## src/rtl/booth_mul_unit.sv

```systemverilog
// rtl/booth_mul_unit.sv - sequential signed 32x32->64 Booth multiplier for the ALU multiply handshake
//
// Purpose:
//   Computes multiplicand x multiplier (both signed, two's complement) over
//   several cycles and holds the product with a sticky done flag until the
//   ALU acknowledges it.
//
// Configuration macro: BOOTH_RADIX4_EN
//   defined   -> radix-4 Booth recoding, 16 steps, latency 16 cycles
//   undefined -> radix-2 Booth recoding, 32 steps, latency 32 cycles
//
// Ports:
//   clk            in   1   clock, rising edge
//   reset_n        in   1   asynchronous active-low reset
//   mul_start      in   1   level request; a job is accepted on its rising edge in IDLE
//   multiplicand   in  32   signed operand M, sampled at accept
//   multiplier     in  32   signed operand Q, sampled at accept
//   muldone_clear  in   1   acknowledge; releases mul_done while in DONE
//   mul_result     out 64   signed product, registered
//   mul_done       out  1   product valid, sticky until acknowledged

module booth_mul_unit (
    input  logic        clk,
    input  logic        reset_n,
    input  logic        mul_start,
    input  logic [31:0] multiplicand,
    input  logic [31:0] multiplier,
    input  logic        muldone_clear,
    output logic [63:0] mul_result,
    output logic        mul_done
);

    typedef enum logic [1:0] {
        ST_IDLE = 2'd0,
        ST_EXEC = 2'd1,
        ST_DONE = 2'd2
    } state_t;

`ifdef BOOTH_RADIX4_EN
    localparam logic [4:0] LAST_STEP = 5'd15;
`else
    localparam logic [4:0] LAST_STEP = 5'd31;
`endif

    state_t      state_q, state_d;
    logic        mul_start_q;
    logic [31:0] mcand_q, mcand_d;
    logic [31:0] mplier_q, mplier_d;
    logic        qm1_q, qm1_d;
    logic [33:0] acc_q, acc_d;
    logic [4:0]  cnt_q, cnt_d;
    logic [63:0] result_q, result_d;
    logic        done_q, done_d;

    logic        start_edge;

    // One Booth step computed from the current registers.
    logic [33:0] m_ext;
    logic [33:0] pp;
    logic [33:0] sum;
    logic [33:0] acc_step;
    logic [31:0] q_step;
    logic        qm1_step;

    assign start_edge = mul_start & ~mul_start_q;

    assign mul_result = result_q;
    assign mul_done   = done_q;

`ifdef BOOTH_RADIX4_EN
    logic [33:0] m2_ext;

    always_comb begin
        m_ext  = {{2{mcand_q[31]}}, mcand_q};
        // 2M kept in 34 bits so that 2 x 0x80000000 does not overflow.
        m2_ext = {mcand_q[31], mcand_q, 1'b0};
        pp     = '0;
        case ({mplier_q[1:0], qm1_q})
            3'b001, 3'b010: pp = m_ext;
            3'b011:         pp = m2_ext;
            3'b100:         pp = 34'd0 - m2_ext;
            3'b101, 3'b110: pp = 34'd0 - m_ext;
            default:        pp = '0;
        endcase
        sum      = acc_q + pp;
        // Arithmetic shift of {acc, Q, q_m1} right by two.
        acc_step = {{2{sum[33]}}, sum[33:2]};
        q_step   = {sum[1:0], mplier_q[31:2]};
        qm1_step = mplier_q[1];
    end
`else
    always_comb begin
        m_ext = {{2{mcand_q[31]}}, mcand_q};
        pp    = '0;
        case ({mplier_q[0], qm1_q})
            2'b01:   pp = m_ext;
            2'b10:   pp = 34'd0 - m_ext;
            default: pp = '0;
        endcase
        sum      = acc_q + pp;
        // Arithmetic shift of {acc, Q, q_m1} right by one.
        acc_step = {sum[33], sum[33:1]};
        q_step   = {sum[0], mplier_q[31:1]};
        qm1_step = mplier_q[0];
    end
`endif

    always_comb begin
        state_d  = state_q;
        mcand_d  = mcand_q;
        mplier_d = mplier_q;
        qm1_d    = qm1_q;
        acc_d    = acc_q;
        cnt_d    = cnt_q;
        result_d = result_q;
        done_d   = done_q;

        case (state_q)
            ST_IDLE: begin
                if (start_edge) begin
                    mcand_d  = multiplicand;
                    mplier_d = multiplier;
                    acc_d    = '0;
                    qm1_d    = 1'b0;
                    cnt_d    = '0;
                    result_d = '0;
                    state_d  = ST_EXEC;
                end
            end

            ST_EXEC: begin
                acc_d    = acc_step;
                mplier_d = q_step;
                qm1_d    = qm1_step;
                cnt_d    = cnt_q + 5'd1;
                if (cnt_q == LAST_STEP) begin
                    // The upper acc bits are pure sign extension by now.
                    result_d = {acc_step[31:0], q_step};
                    done_d   = 1'b1;
                    cnt_d    = '0;
                    state_d  = ST_DONE;
                end
            end

            ST_DONE: begin
                // A start edge arriving here is dropped; mul_start_q still
                // tracks the level, so the ALU must lower and raise it again.
                if (muldone_clear) begin
                    done_d  = 1'b0;
                    state_d = ST_IDLE;
                end
            end

            default: begin
                state_d = ST_IDLE;
            end
        endcase
    end

    always_ff @(posedge clk or negedge reset_n) begin
        if (!reset_n) begin
            state_q     <= ST_IDLE;
            mul_start_q <= 1'b0;
            mcand_q     <= '0;
            mplier_q    <= '0;
            qm1_q       <= 1'b0;
            acc_q       <= '0;
            cnt_q       <= '0;
            result_q    <= '0;
            done_q      <= 1'b0;
        end else begin
            state_q     <= state_d;
            mul_start_q <= mul_start;
            mcand_q     <= mcand_d;
            mplier_q    <= mplier_d;
            qm1_q       <= qm1_d;
            acc_q       <= acc_d;
            cnt_q       <= cnt_d;
            result_q    <= result_d;
            done_q      <= done_d;
        end
    end

endmodule

```

## config.mk

```make
export PLATFORM = sky130hd
export DESIGN_NAME = booth_mul_unit
export DESIGN_NICKNAME = d
export VERILOG_FILES = /design/src/rtl/booth_mul_unit.sv
export SDC_FILE = /design/constraint.sdc
export NUM_CORES = 1
export LEC_CHECK = 0
export ABC_AREA = 1
export CAP_MARGIN = 20
export CORE_ASPECT_RATIO = 1.2
export CORE_MARGIN = 4
export CORE_UTILIZATION = 40
export DETAILED_ROUTE_END_ITERATION = 7
export PLACE_DENSITY = 0.62
export SYNTH_ARGS = -nofsm -noshare
export SYNTH_HDL_FRONTEND = slang
export SYNTH_SLANG_ARGS = --single-unit
```

## constraint.sdc

```tcl
create_clock -name clk -period 2.8 [get_ports clk]
set_input_delay 0.56 -clock clk [delete_from_list [all_inputs] [get_ports clk]]
set_output_delay 0.56 -clock clk [all_outputs]
set_load 0.005 [all_outputs]
```

==> results.txt, run 1 <==
Max Cap Viol -> 0
hold buffer count at cts -> 0
First DRT Iteration DRCs -> 568
post-route design area -> 0.0161 mm^2
setup violators final -> 46
max-slew violation count -> 0
failing checks -> setup timing
DRC viols -> 0
status -> finished with violations
sequential share of the synthesized area -> 39.9%
pre-CTS setup slack -> -0.551 ns
gr ovfl total -> 0
core area -> 0.0264 mm^2
clock buffer count from CTS -> 17
Max Freq -> 341 MHz
cell count after synthesis -> 1519
flop2flop setup slack -> -0.14 ns
RR Startpoint -> mcand_q[0]$_DFFE_PN0P_
RSZ-0062 raised after global routing -> yes
most frequent cells in the layout -> nand2_1, buf_4, dfrtp_1
M1 WL -> 15900 um
r2r endpoint -> acc_q[32]$_DFFE_PN0P_
Pleak -> 7.79 nW
final-report hold violation count -> 0
CP startpoint -> mcand_q[0]$_DFFE_PN0P_
Max Fanout on Critical Path -> 5
drt first pass iters -> 8
Synthesis Warnings -> 0
I/O Pins -> 133
die area -> 0.0295 mm^2
vias post-DR -> 11100
crit path to -> acc_q[32]$_DFFE_PN0P_
Clock Sinks -> 171
CTS tree -> done
gpl congestion -> 0.980
number of inserted diodes -> 0
post-DR vias/cell -> 5.07
routed wl met3 -> 1670 um
most common cell after layout, fill and taps aside -> nand2_1
final net count -> 1948
final setup margin -> -0.136 ns
WP data required -> 3.13 ns
Worst-Margin Slew -> 0.647 ns
Total Power -> 0.0227 W
layout cells sized above 1 -> 33.7%
mapped cell area -> 0.0107 mm^2
Main synth FF type -> dfrtp_1
WL met2 -> 18400 um
Tmin final -> 2.94 ns
Area growth, synth to finish -> 50.3%
highest metal used -> met4
# rows -> 65
kind of critical path -> reg -> reg
startpoint types -> register
ys async rst share -> 100%
VDD IR max -> 0.000703 V
clock-pin slew on the worst setup and hold paths -> 0.07 ns
Syn Area/Cell -> 7.06 um^2
Net Count, Synth -> 1626
dpl hpwl -> 27200 um
Worst Setup End Kind -> register
antenna violation net count after detailed routing -> 0
crit path DAT -> 3.27 ns
WL/cell -> 16.9 um
Yosys reg bits -> 171
Cell Area, Placed -> 0.0137 mm^2
port buffer count -> 132
Starting Density -> 40.7%
largest net degree at the start of global routing -> 67
root buf cell -> clkbuf_16
dpl cells -> 2130
final WL -> 36900 um
initial antenna violation count -> 0
worst skew pair latency -> 0.44 ns
number of flops mapped to enable cells by yosys -> 0
clock skew -> 0.00942 ns
Finished Layout Cells -> 2189
gr usage total -> 25.2%
H-tree depth -> 4
post-route clock period utilization -> 105%
die width -> 157 um
first-pass GRT wire length -> 59100 um
Die H -> 187 um
clock tree buffer depth -> 2
pwr dens -> 1410 mW/mm^2
hold_ws -> 0.0960 ns
vias in the first global route -> 11200
Hold Crit Class -> in -> async
reg2reg path depth -> 22
Worst slew margin -> 56.8%
Unique masters post-synth -> 50
==> logic make-up (layout without fill, tap and decap cells) <==
kind of cell,Yosys count,in the layout,share of synthesized area [%]
flip-flops,171,171,39.9
multiplexers,2,2,0.210
AO/OA/AOI/OAI,187,187,9.18
adder cells (fa/ha/maj),39,39,4.62
AND/OR/NAND/NOR,885,885,36.9
buffers and inverters,235,570,9.16
==> routing by layer <==
| layer | global-route usage [%] | up-vias |
|---|---|---|
| li1 | - | 5511 |
| met1 | 33.1 | 5284 |
| met2 | 42.6 | 261 |
| met3 | 3.77 | 46 |
| met4 | 7.75 | 0 |
| met5 | 0 | - |
==> cell type report <==
type	count	area, um^2
Clock buffer	22	494
Clock inverter	10	128
Fill cell	2441	10200
Inverter	185	712
Multi-Input combinational cell	1113	6960
Sequential cell	171	4280
Tap cell	335	419
Timing Repair Buffer	353	3130
==> cells in the mapped netlist, types with 3 or more instances <==
cell | n | share of area [%]
a31oi_1 | 3 | 0.18
nand3_1 | 136 | 6.3
nor2_1 | 93 | 3.3
and2_1 | 3 | 0.18
clkbuf_1 | 11 | 0.39
o21ai_2 | 3 | 0.25
inv_1 | 170 | 6.0
a21oi_1 | 92 | 4.3
dfrtp_1 | 171 | 40
nand3b_1 | 7 | 0.49
nand4_4 | 3 | 0.60
buf_6 | 6 | 0.63
and3_1 | 4 | 0.23
nand2_2 | 12 | 0.70
or2_2 | 4 | 0.23
inv_2 | 15 | 0.53
nor2_2 | 13 | 0.76
buf_4 | 5 | 0.35
nand4_1 | 25 | 1.5
o21ai_1 | 20 | 0.93
buf_1 | 6 | 0.21
or2_1 | 4 | 0.23
o21ai_0 | 57 | 2.7
nor3_2 | 3 | 0.28
nand3_2 | 8 | 0.75
ha_1 | 38 | 4.4
nor3_1 | 14 | 0.65
buf_2 | 20 | 0.93
nor2_4 | 8 | 0.84
nand2_1 | 539 | 19
==> stage by stage <==
stage | TNS (ns) | util (%)
floorplan | 0 | -
global placement | -16.58 | 52.1
detailed placement | -19.19 | 52.1
CTS | -2.58 | 58.7
global route | -11.67 | 61.2
finish | -2.99 | 61.2
==> flip-flops by register name (all words and copies together), names as in the netlist <==
register / count
state_q: 2
mplier_q: 32
qm1_q: 1
cnt_q: 5
mcand_q: 32
mul_result: 64
mul_done: 1
acc_q: 33
mul_start_q: 1
==> worst min-delay path by stage <==
stage | cells past startpoint | end | slack [ns]
global route | 1 | mul_result[62]$_DFFE_PN0P_ | 0.14
CTS | 1 | mul_result[62]$_DFFE_PN0P_ | 0.12
floorplan | 0 | acc_q[0]$_DFFE_PN0P_ | 0.26
finish | 1 | mul_result[62]$_DFFE_PN0P_ | 0.1
detailed placement | 2 | mul_result[61]$_DFFE_PN0P_ | 0.47
global placement | 2 | mul_result[43]$_DFFE_PN0P_ | 0.46
==> report_power, final <==
group          internal, W  switching (W)  total [W]
clock              0.00145        0.00109    0.00254
combinational      0.00692        0.00871     0.0156
sequential         0.00372       0.000852    0.00458
==> worst max-delay path, cell delays in order (launching register included) <==
cell,delay (ns)
dfrtp_1,0.38
inv_2,0.08
buf_6,0.11
nand3_4,0.10
nor2_8,0.19
buf_6,0.13
nand3_4,0.12
nor2_4,0.13
buf_6,0.11
nand2_4,0.04
o21ai_2,0.12
a21oi_2,0.05
buf_6,0.13
ha_4,0.31
nand2_4,0.09
nor2_2,0.14
nand2_2,0.08
nor2_2,0.12
nand3_1,0.11
nand3_1,0.10
nand2_1,0.05
nand3_1,0.08
nand2_1,0.05
==> timing repair <==
item / 4_1_cts / 5_1_grt
setup endpoints to repair: 55 / 55
resized for setup: 254 / 166
buffers inserted: 17 / 11
pin swaps: 115 / 99
Note: power is estimated with default switching activity, not from simulation.
==> run 2: changes to the inputs <==
--- a/config.mk
+++ b/config.mk
@@ -6,12 +6,15 @@
 export NUM_CORES = 1
 export LEC_CHECK = 0
 export ABC_AREA = 1
+export ABC_CLOCK_PERIOD_IN_PS = 2800
 export CAP_MARGIN = 20
 export CORE_ASPECT_RATIO = 1.2
 export CORE_MARGIN = 4
 export CORE_UTILIZATION = 40
+export CTS_CLUSTER_DIAMETER = 30
 export DETAILED_ROUTE_END_ITERATION = 7
 export PLACE_DENSITY = 0.62
+export SLEW_MARGIN = 20
 export SYNTH_ARGS = -nofsm -noshare
 export SYNTH_HDL_FRONTEND = slang
 export SYNTH_SLANG_ARGS = --single-unit
==> results of run 2 <==
Final layout, timing and power as in run 1 (identical DEF).
==> run 3: changes to the inputs <==
--- a/config.mk
+++ b/config.mk
@@ -13,7 +13,7 @@
 export CORE_UTILIZATION = 40
 export CTS_CLUSTER_DIAMETER = 30
 export DETAILED_ROUTE_END_ITERATION = 7
-export PLACE_DENSITY = 0.62
+export PLACE_DENSITY = 0.64
 export SLEW_MARGIN = 20
 export SYNTH_ARGS = -nofsm -noshare
 export SYNTH_HDL_FRONTEND = slang
==> run 3 against run 2 <==
Effect of this change:
- the run still ends with setup timing left
- die area unchanged
- sequential power about the same
- sequential share of layout area increased by 1.2 points
- cell area decreased by 4.5%
- worst hold slack got worse by 0.054 ns
- critical path type unchanged
- core utilization decreased by 2.8 points
- global-route usage decreased by 0.60 points
- non-clock buffer count decreased by 16
- first-iteration DRC count increased by 21%
==> results.txt, run 3 (synthesis gave the netlist of run 1 again) <==
worst skew pair latency -> 0.45 ns
die area -> 0.0295 mm^2
dpl hpwl -> 27100 um
I/O Pins -> 133
pwr dens -> 1390 mW/mm^2
most frequent cells in the layout -> nand2_1, buf_4, dfrtp_1
clock-pin slew on the worst setup and hold paths -> 0.07 ns
layout cells sized above 1 -> 27.6%
Max Freq -> 340 MHz
status -> finished with violations
die width -> 157 um
CTS tree -> done
antenna violation net count after detailed routing -> 0
port buffer count -> 132
RR Startpoint -> mcand_q[6]$_DFFE_PN0P_
Area growth, synth to finish -> 43.5%
Max Cap Viol -> 0
root buf cell -> clkbuf_16
gpl congestion -> 0.988
r2r endpoint -> mul_result[62]$_DFFE_PN0P_
Filler cells -> 2470
post-DR vias/cell -> 5.09
VDD IR max -> 0.000561 V
setup violators final -> 45
drt first pass iters -> 5
gr ovfl total -> 0
final-report hold violation count -> 0
flop2flop setup slack -> -0.14 ns
hold_ws -> 0.0416 ns
number of inserted diodes -> 0
WL/cell -> 16.6 um
Hold Crit Class -> in -> async
H-tree depth -> 4
gr usage total -> 24.6%
final setup margin -> -0.145 ns
core area -> 0.0264 mm^2
Pleak -> 7.48 nW
WP data required -> 3.13 ns
flip-flop count of the largest register after layout -> 64
Worst Setup End Kind -> register
Die H -> 187 um
post-route clock period utilization -> 105%
DRC viols -> 0
RSZ-0062 raised after global routing -> yes
Tmin final -> 2.94 ns
dpl cells -> 2121
kind of critical path -> reg -> reg
Clock Sinks -> 171
clock buffer count from CTS -> 17
clock skew -> 0.0185 ns
vias in the first global route -> 11100
final WL -> 36000 um
clock tree buffer depth -> 2
first-pass GRT wire length -> 57500 um
reg2reg path depth -> 23
Starting Density -> 40.7%
max-slew violation count -> 0
Worst slew margin -> 58.6%
CP startpoint -> mcand_q[6]$_DFFE_PN0P_
startpoint types -> register
largest net degree at the start of global routing -> 64
Max Fanout on Critical Path -> 5
First DRT Iteration DRCs -> 687
initial antenna violation count -> 0
Worst-Margin Slew -> 0.622 ns
vias post-DR -> 11100
# rows -> 65
failing checks -> setup timing
crit path DAT -> 3.28 ns
final net count -> 1932
most common cell after layout, fill and taps aside -> nand2_1
crit path to -> mul_result[62]$_DFFE_PN0P_
Finished Layout Cells -> 2172
==> run 3: changes by cell type in the layout (fill, tap and decap cells not counted), sizes merged <==
cell	previous run	this run
bufinv	2	1
clkinv	3	4
clkbuf	22	18
inv	188	191
buf	222	206
==> run 3: worst min-delay path by stage <==
stage	start	cells past startpoint	end	slack, ns
floorplan	reset_n	0	acc_q[0]$_DFFE_PN0P_	0.26
global placement	mul_result[46]$_DFFE_PN0P_	2	mul_result[46]$_DFFE_PN0P_	0.46
detailed placement	mul_result[62]$_DFFE_PN0P_	2	mul_result[62]$_DFFE_PN0P_	0.47
CTS	reset_n	1	mul_result[49]$_DFFE_PN0P_	0.05
global route	reset_n	1	acc_q[32]$_DFFE_PN0P_	0.07
finish	reset_n	1	acc_q[19]$_DFFE_PN0P_	0.04
==> run 3: cell type report <==
cell class              count  area, um^2  area share (%)
clock buffers              18         439            2.85
clock inverters            13         131           0.854
multi-input cells        1113        6510            42.3
repair buffers            337        2920            19.0
well taps                 335         419            2.72
inverters                 185         697            4.53
flip-flops and latches    171        4280            27.8
==> run 3: layer usage <==
metal	vias to the layer above	track usage (%)	part of all wire, %
li1	5468	-	-
met1	5220	31.9	44
met2	293	40.7	47
met3	69	4.93	5.8
met4	0	8.64	3.3
met5	-	0	0
==> run 3: power by group <==
group          switching (W)  total [W]  leakage, nW  internal (W)
Combinational        0.00798     0.0143         5.16       0.00633
Sequential          0.000892    0.00461         2.05       0.00372
Clock                0.00113    0.00240        0.276       0.00127
==> run 3: worst max-delay path: stages (launching register included) <==
cell and delay, ns:
dfrtp_1 0.42, buf_6 0.14, inv_4 0.05, nand4_4 0.10
nor2_8 0.17, nand3_4 0.13, nor2_4 0.16, buf_6 0.11
nand2_2 0.04, nand3_2 0.09, a21oi_4 0.07, ha_4 0.32
nand2_4 0.06, buf_6 0.12, nor2_4 0.09, inv_2 0.07
nor3_2 0.14, nand2_1 0.09, nand2_2 0.11, nand2_2 0.07
nand2_1 0.07, nand2_1 0.07, nand4_1 0.08, nand2_1 0.06
==> run 3: timing repair <==
action | in CTS | in global routing
gates resized for setup | 185 | 73
hold endpoints to repair | 0 | 0
setup endpoints to repair | 53 | 58
hold buffers | 0 | 0
pin swaps | 66 | 49
setup buffers | 13 | 7
==> run 3: metrics by stage <==
stage / total power [W] / setup WS, ns / utilization (%) / TNS, ns / instance area, um^2
2_1_floorplan: 0.0110 / 0.183 / - / 0 / 10700
3_3_place_gp: 0.0164 / -0.433 / 51.6 / -12.77 / 13600
3_5_place_dp: 0.0165 / -0.511 / 51.6 / -15.88 / 13600
4_1_cts: 0.0206 / -0.133 / 57.0 / -3.03 / 15000
5_1_grt: 0.0230 / -0.334 / 58.4 / -13.03 / 15400
6_report: 0.0213 / -0.145 / 58.4 / -3.73 / 15400
